`src/rtl/ps2_host_tx.sv`:
```
// PS/2 host-to-device transmitter behind a Wishbone slave port.
// Runs request-to-send, shifts a byte with odd parity, checks the device ACK.
module ps2_host_tx #(
    parameter int unsigned INHIBIT_CYCLES = 10000,
    parameter int unsigned TIMEOUT_CYCLES = 2000000
) (
    input  logic        clk,
    input  logic        reset,
    input  logic        STB,
    input  logic        WE,
    input  logic [31:0] DAT_I,
    output logic [31:0] DAT_O,
    output logic        ACK,
    input  logic        kbd_clk_i,
    input  logic        kbd_data_i,
    output logic        kbd_clk_oe,
    output logic        kbd_data_oe
);

    typedef enum logic [2:0] {
        S_IDLE,
        S_INHIBIT,
        S_REQ,
        S_SHIFT,
        S_ACKWAIT,
        S_RELEASE
    } state_t;

    localparam int unsigned CNT_MAX =
        (TIMEOUT_CYCLES > INHIBIT_CYCLES) ? TIMEOUT_CYCLES : INHIBIT_CYCLES;
    localparam int CW = $clog2(CNT_MAX + 1);
    localparam logic [CW-1:0] INH_LAST = CW'(INHIBIT_CYCLES - 1);
    localparam logic [CW-1:0] TO_LAST = CW'(TIMEOUT_CYCLES - 1);

    state_t        state_q, state_d;
    logic [CW-1:0] cnt_q, cnt_d;
    logic [3:0]    edge_q, edge_d;
    logic [7:0]    byte_q, byte_d;
    logic          ack_ok_q, ack_ok_d;
    logic          err_q, err_d;
    logic          ovr_q, ovr_d;
    logic          ack_q, ack_d;
    logic [3:0]    dat_q, dat_d;
    logic          clk_oe_q, clk_oe_d;
    logic          data_oe_q, data_oe_d;

    logic kc_s1_q, kc_s2_q, kc_prev_q;
    logic kd_s1_q, kd_s2_q;

    logic       fall;
    logic [3:0] nxt_edge;
    logic       accept;
    logic       wr;
    logic       busy;
    logic       timeout;
    logic       unused_dat;

    assign fall     = kc_prev_q & ~kc_s2_q;
    assign nxt_edge = edge_q + 4'd1;
    assign accept   = STB & ~ack_q;
    assign wr       = accept & WE;
    assign busy     = (state_q != S_IDLE);
    assign timeout  = (cnt_q == TO_LAST);

    assign unused_dat = ^DAT_I[31:8];

    assign ACK         = ack_q;
    assign DAT_O       = {28'b0, dat_q};
    assign kbd_clk_oe  = clk_oe_q;
    assign kbd_data_oe = data_oe_q;

    // State register, synchronizers and all registered outputs
    always_ff @(posedge clk) begin
        if (reset) begin
            state_q   <= S_IDLE;
            cnt_q     <= '0;
            edge_q    <= '0;
            byte_q    <= '0;
            ack_ok_q  <= 1'b0;
            err_q     <= 1'b0;
            ovr_q     <= 1'b0;
            ack_q     <= 1'b0;
            dat_q     <= '0;
            clk_oe_q  <= 1'b0;
            data_oe_q <= 1'b0;
            kc_s1_q   <= 1'b1;
            kc_s2_q   <= 1'b1;
            kc_prev_q <= 1'b1;
            kd_s1_q   <= 1'b1;
            kd_s2_q   <= 1'b1;
        end else begin
            state_q   <= state_d;
            cnt_q     <= cnt_d;
            edge_q    <= edge_d;
            byte_q    <= byte_d;
            ack_ok_q  <= ack_ok_d;
            err_q     <= err_d;
            ovr_q     <= ovr_d;
            ack_q     <= ack_d;
            dat_q     <= dat_d;
            clk_oe_q  <= clk_oe_d;
            data_oe_q <= data_oe_d;
            kc_s1_q   <= kbd_clk_i;
            kc_s2_q   <= kc_s1_q;
            kc_prev_q <= kc_s2_q;
            kd_s1_q   <= kbd_data_i;
            kd_s2_q   <= kd_s1_q;
        end
    end

    // Next state, counters and sticky status
    always_comb begin
        state_d  = state_q;
        cnt_d    = cnt_q;
        edge_d   = edge_q;
        byte_d   = byte_q;
        ack_ok_d = ack_ok_q;
        err_d    = err_q;
        ovr_d    = ovr_q;
        case (state_q)
            S_IDLE: begin
                if (wr) begin
                    byte_d   = DAT_I[7:0];
                    ack_ok_d = 1'b0;
                    err_d    = 1'b0;
                    ovr_d    = 1'b0;
                    cnt_d    = '0;
                    edge_d   = '0;
                    state_d  = S_INHIBIT;
                end
            end
            S_INHIBIT: begin
                if (cnt_q == INH_LAST) begin
                    cnt_d   = '0;
                    state_d = S_REQ;
                end else begin
                    cnt_d = cnt_q + CW'(1);
                end
            end
            S_REQ, S_SHIFT, S_ACKWAIT: begin
                cnt_d = cnt_q + CW'(1);
                if (fall) begin
                    edge_d = nxt_edge;
                    if (state_q == S_REQ) begin
                        state_d = S_SHIFT;
                    end else if (state_q == S_SHIFT) begin
                        if (nxt_edge == 4'd10) state_d = S_ACKWAIT;
                    end else begin
                        // Edge 11: device drives its ACK bit low
                        if (kd_s2_q) err_d = 1'b1;
                        else ack_ok_d = 1'b1;
                        state_d = S_RELEASE;
                    end
                end else if (timeout) begin
                    err_d   = 1'b1;
                    state_d = S_IDLE;
                end
            end
            S_RELEASE: begin
                if (kc_s2_q && kd_s2_q) state_d = S_IDLE;
            end
            default: state_d = S_IDLE;
        endcase
        if (wr && busy) ovr_d = 1'b1;
    end

    // Registered line enables, bus acknowledge and status capture
    always_comb begin
        ack_d    = accept;
        dat_d    = dat_q;
        if (accept) dat_d = {ovr_q, err_q, ack_ok_q, busy};
        clk_oe_d  = (state_d == S_INHIBIT);
        data_oe_d = data_oe_q;
        case (state_q)
            S_INHIBIT: data_oe_d = (state_d == S_REQ);
            S_REQ, S_SHIFT: begin
                if (fall) begin
                    if (nxt_edge <= 4'd8) data_oe_d = ~byte_q[edge_q[2:0]];
                    else if (nxt_edge == 4'd9) data_oe_d = ^byte_q;
                    else data_oe_d = 1'b0;
                end
            end
            default: data_oe_d = 1'b0;
        endcase
        if (state_d == S_IDLE) data_oe_d = 1'b0;
    end

endmodule

```
`config.mk`:
```
export PLATFORM = sky130hd
export DESIGN_NAME = ps2_host_tx
export DESIGN_NICKNAME = d
export VERILOG_FILES = /design/src/rtl/ps2_host_tx.sv
export SDC_FILE = /design/constraint.sdc
export NUM_CORES = 1
export LEC_CHECK = 0
export ABC_AREA = 1
export ABC_CLOCK_PERIOD_IN_PS = 3380
export CAP_MARGIN = 15
export CORE_MARGIN = 10
export CORE_UTILIZATION = 40
export CTS_BUF_LIST = sky130_fd_sc_hd__clkbuf_2
export CTS_CLUSTER_DIAMETER = 200
export CTS_CLUSTER_SIZE = 20
export DETAILED_ROUTE_END_ITERATION = 8
export PLACE_DENSITY = 0.76
export SLEW_MARGIN = 20
export SYNTH_ARGS = -nofsm -noshare
export SYNTH_HDL_FRONTEND = slang
export SYNTH_SLANG_ARGS = --single-unit
```
`constraint.sdc`:
```
create_clock -name clk -period 3.38 [get_ports clk]
set_clock_uncertainty 0.2 [all_clocks]
set_input_delay 0.845 -clock clk [delete_from_list [all_inputs] [get_ports clk]]
set_output_delay 0.845 -clock clk [all_outputs]
set_load 0.05 [all_outputs]
```
-- Yosys cells after proc, flatten, opt, wreduce, memory -nomap -nowiden
Index checks and enable logic that the tools add are counted.
- $add $sub $neg: 2
- magnitude comparators: 2
- equality and inequality tests: 21
- muxes and demuxes: 35
- bitwise gates (word level): 6
- reductions and logical operators: 19
- operator list (cell ; number):
    21-bit case mux with 3 select lines ; 1
    21-bit two-way mux ; 2
    3-bit two-way mux ; 8
    21-bit by 1-bit adder with 21-bit output, second input constant ; 1
    21-bit by 14-bit == test with 1-bit output, second input constant ; 1
    21-bit == test, second input constant ; 1
    1-bit two-way mux ; 16
    2-bit inequality test, second input constant ; 6
    3-bit inequality test, second input constant ; 4
    3-bit case mux with 4 select lines ; 1
    6-bit AND reduction ; 2
    3-bit by 2-bit == test with 1-bit output, second input constant ; 3
    4-bit == test, second input constant ; 2
    4-bit two-way mux ; 2
    4-bit case mux with 2 select lines ; 1
    8-bit parity ; 1
    3-bit by 1-bit == test with 1-bit output, second input constant ; 2
    3-bit == test, second input constant ; 2
    3-bit logical NOT ; 2
    1-bit case mux with 2 select lines ; 3
    2-bit AND reduction ; 3
    2-bit nonzero test ; 3
    3-bit nonzero test ; 2
    4-bit by 1-bit adder with 4-bit output, second input constant ; 1
    other kinds (9) ; 15
- flip-flop bits (word level): 51
- output and inout port bits: 35
- logic and storage cells: 101

-- Depth between registers and ports, before layout
- depth after elaboration: 9
- mapped depth: 16
- depth with buffers taken out: 16

-- Worst setup path after synthesis
No wires, ideal clock.
- kind: input port to flip-flop
- from: input STB
- to: register cnt_q[15]
- arrival: 1.829 ns
- required time: 3.066 ns
- path slack: 1.237 ns
- stages: 8
- path buffers: 0
- path through: nand2_1 > nor2_2 > o21ai_4 > nor2_4 > nand2_2 > nor3_2 > xor2_1 > nor2_1
- longest elaborated chain between the ends: 4
- RTL lines (element ; line ; RTL):
    from (decl) ; 9 ; input logic STB,
    1-bit bitwise AND ; 60 ; assign accept = STB & ~ack_q;
    1-bit bitwise AND ; 61 ; assign wr = accept & WE;
    2-bit inequality test (no source line) ; - ;
    2-bit AND reduction (no source line) ; - ;
    to (signal assigned) ; 93 ; cnt_q <= cnt_d;
    to (decl) ; 36 ; logic [CW-1:0] cnt_q, cnt_d;
Every way passes these cells.
A chain may end at the register's enable or synchronous reset.

-- Worst setup path in the final report
- from: register dat_q[0]
- to: output DAT_O[0]
- RTL lines (element ; line ; RTL):
    from (decl) ; 43 ; logic [3:0] dat_q, dat_d;
    from (signal assigned) ; 100 ; dat_q <= dat_d;
    to (decl) ; 12 ; output logic [31:0] DAT_O,
No word-level cell between the ends.

==> flow_summary.ini <==
[pwr]
p_leak_nw = 1.54
power.density_nw_per_um2 = 358
ir_drop_v = 0.000131

[grt]
grt.overflow.total = 0
grt_pass1_wl_mm = 10.2
grt_max_degree = 19
gr-usage-all-layers = 0.104
antenna_found_initial = 0
grt_pass1_vias = 2393

[floorplan]
die_y_um = 107
io_pins = 73
core-area_sq_um = 7330
rows = 31
die-area_sq_um = 11500
die_w_um = 107
start_util = 0.415

[synth]
synth_mux_area_frac = 0
seq_area_frac_synth = 0.336
ys_types = 36
synth-xor-area-share = 0.0317
synth_compound_area_frac = 0.0815
synthesis.area_sq_um = 3040
synth_top_family_by_area = simple AND/OR/NAND/NOR gates
ys.flop_type = dfxtp_1
ys_ff_latch = 51
synth.area.top_cells = dfxtp_1 34%, nand2_1 15%, inv_1 8.3%
synth_warnings = 0
synth-simple-area-share = 0.360
synth_edf_count = 0
yosysTopAreaCell = dfxtp_1
yosysTopAreaCellShare = 0.336
synth_cells = 465
synthAdderAreaFrac = 0.0206
ys_async_sr_fraction = 0
avgSynthCellArea_sq_um = 6.54

[setup_path]
critPathArrivalTime_ns = 1.66
setup.worst_path.start_class = register
r2r_start = cnt_q[0]
cp_slowest_stage_delay_ns = 0.81
crit_path_end_kind = primary output
required_ns = 2.33
cp_slowest_cell = clkdlybuf4s50_1
crit_chain = clkdlybuf4s50_1
rr_endpoint = cnt_q[7]
crit_type = register to primary output
crit_buf_inv = 1
critPathTopFamily = buffers and inverters
reg2reg_slack_ns = 1.30
crit_fanout = 2
reg2reg_depth = 10

[worst_hold_path]
whs_path_depth = 1
hold_path.class = register to register
min_from = kd_s1_q
hold_end = kd_s2_q

[final_layout]
fin_area_sq_um = 3300
area.growth.synth_to_final_pct = 8.56
fin_cells = 585
final_cell_mix = 121 x nand2_1, 67 x inv_1, 60 x nor2_1
nets = 528
layout-drive-gt1-share = 0.0638
nFillCells = 786
layout.cells.most_common = nand2_1
diodes = 0

[timing]
worst_pin_slew_ns = 0.513
rsz0062_at_grt = false
fin_crit_ns = 2.70
period_share = 0.799
timing.fmax_ghz = 0.370
relSlewSlack = 0.657
setup_ws_ns = 0.680
finalSetupTns_ns = 0
whs_ns = 0.245
setup-violations-final = 0
report.final.slew_viol_count = 0
hold_viol = 0

[drt]
vias = 2685
ant_nets = 0
drt_iter0_markers = 149
vias_per_cell = 4.59
drc = 0
finalWirelength_mm = 6.21
firstDrtPassIters = 4
wl_per_cell_um = 10.6

[placed_design]
post-place-ws_ns = 0.522
dp.cells = 577
dp_hpwl_mm = 4.92
gp_congestion = 0.877
portBuffers = 20
placedInstanceArea_sq_um = 3230

[clock_network]
root_buffer = clkbuf_2
htreeDepth = 2
cts_resized = 0
clk_pin_slew_worst_paths_ns = 0.27
cts_max_path_buffers = 2
cts_made_buffers = 5
cts.sinks = 51
cts_hold_buf = 0
clk_latency_ns = 0.45
tritoncts = done
postCtsSetupBuffers = 0

[run]
max_cap_violations = 0

[status]
status = finished, final reports clean
## cell type report
class | count | area, sq um | area share
multi-input combinational | 336 | 1610 | 0.487
sequential | 51 | 1020 | 0.309
inverter | 68 | 258 | 0.0781
timing repair buffer | 23 | 223 | 0.0675
tap | 99 | 124 | 0.0375
clock inverter | 3 | 43.8 | 0.0133
clock buffer | 5 | 25.0 | 0.00758
## worst max path at each step
stage	startpoint	endpoint	slack, ns	cells after the start
final	dat_q[0]	DAT_O[0]	0.68	1
after global routing	dat_q[0]	DAT_O[0]	0.59	1
after CTS	dat_q[0]	DAT_O[0]	0.66	1
after detailed placement	STB	cnt_q[19]	0.52	11
after global placement	STB	cnt_q[19]	0.57	10
after floorplan	STB	cnt_q[15]	1.24	8
## where the power goes
part	switching [mW]	leakage, nW	internal [mW]
Sequential	0.0143	0.415	0.622
Combinational	0.164	1.08	0.0588
Clock	0.196	0.0429	0.125
Total	0.374	1.54	0.806
## per-layer routing
metal	routed length, um	global-route usage
met5	0	0
met1	2830	0.125
met4	87	0.0406
met3	449	0.0257
met2	2840	0.175
## logic make-up after synthesis
family / after synthesis
other: 1
XOR/XNOR: 11
flip-flops: 51
AND/OR/NAND/NOR: 247
adder cells (fa/ha/maj): 5
buffers and inverters: 105
AO/OA/AOI/OAI: 45
## cells in the mapped netlist, types with 2 or more instances
cell type	number
buf_4	28
o21ai_1	2
nand3_1	28
xnor2_1	2
clkbuf_1	4
nor2_4	2
nor2_1	60
nor3_1	8
xor2_1	9
or2_2	6
nand2_2	2
buf_2	4
nor3_2	2
ha_1	5
inv_1	67
nand4_1	9
a21oi_1	21
nor2_2	2
dfxtp_1	51
o211ai_1	2
o21ai_0	16
nand2_1	121
## registers in the layout, summed over array words and instances (netlist names), 3 cells and up
name,flops
dat_q,4
byte_q,8
cnt_q,21
state_q,3
edge_q,4
## per-stage QoR
| step | util | total power [mW] |
|---|---|---|
| after floorplan | - | 0.848 |
| after global placement | 0.441 | 0.865 |
| after detailed placement | 0.441 | 0.870 |
| after CTS | 0.450 | 1.19 |
| after global routing | 0.450 | 1.24 |
| final | 0.450 | 1.18 |
Note: power is estimated with default switching activity, not from simulation.
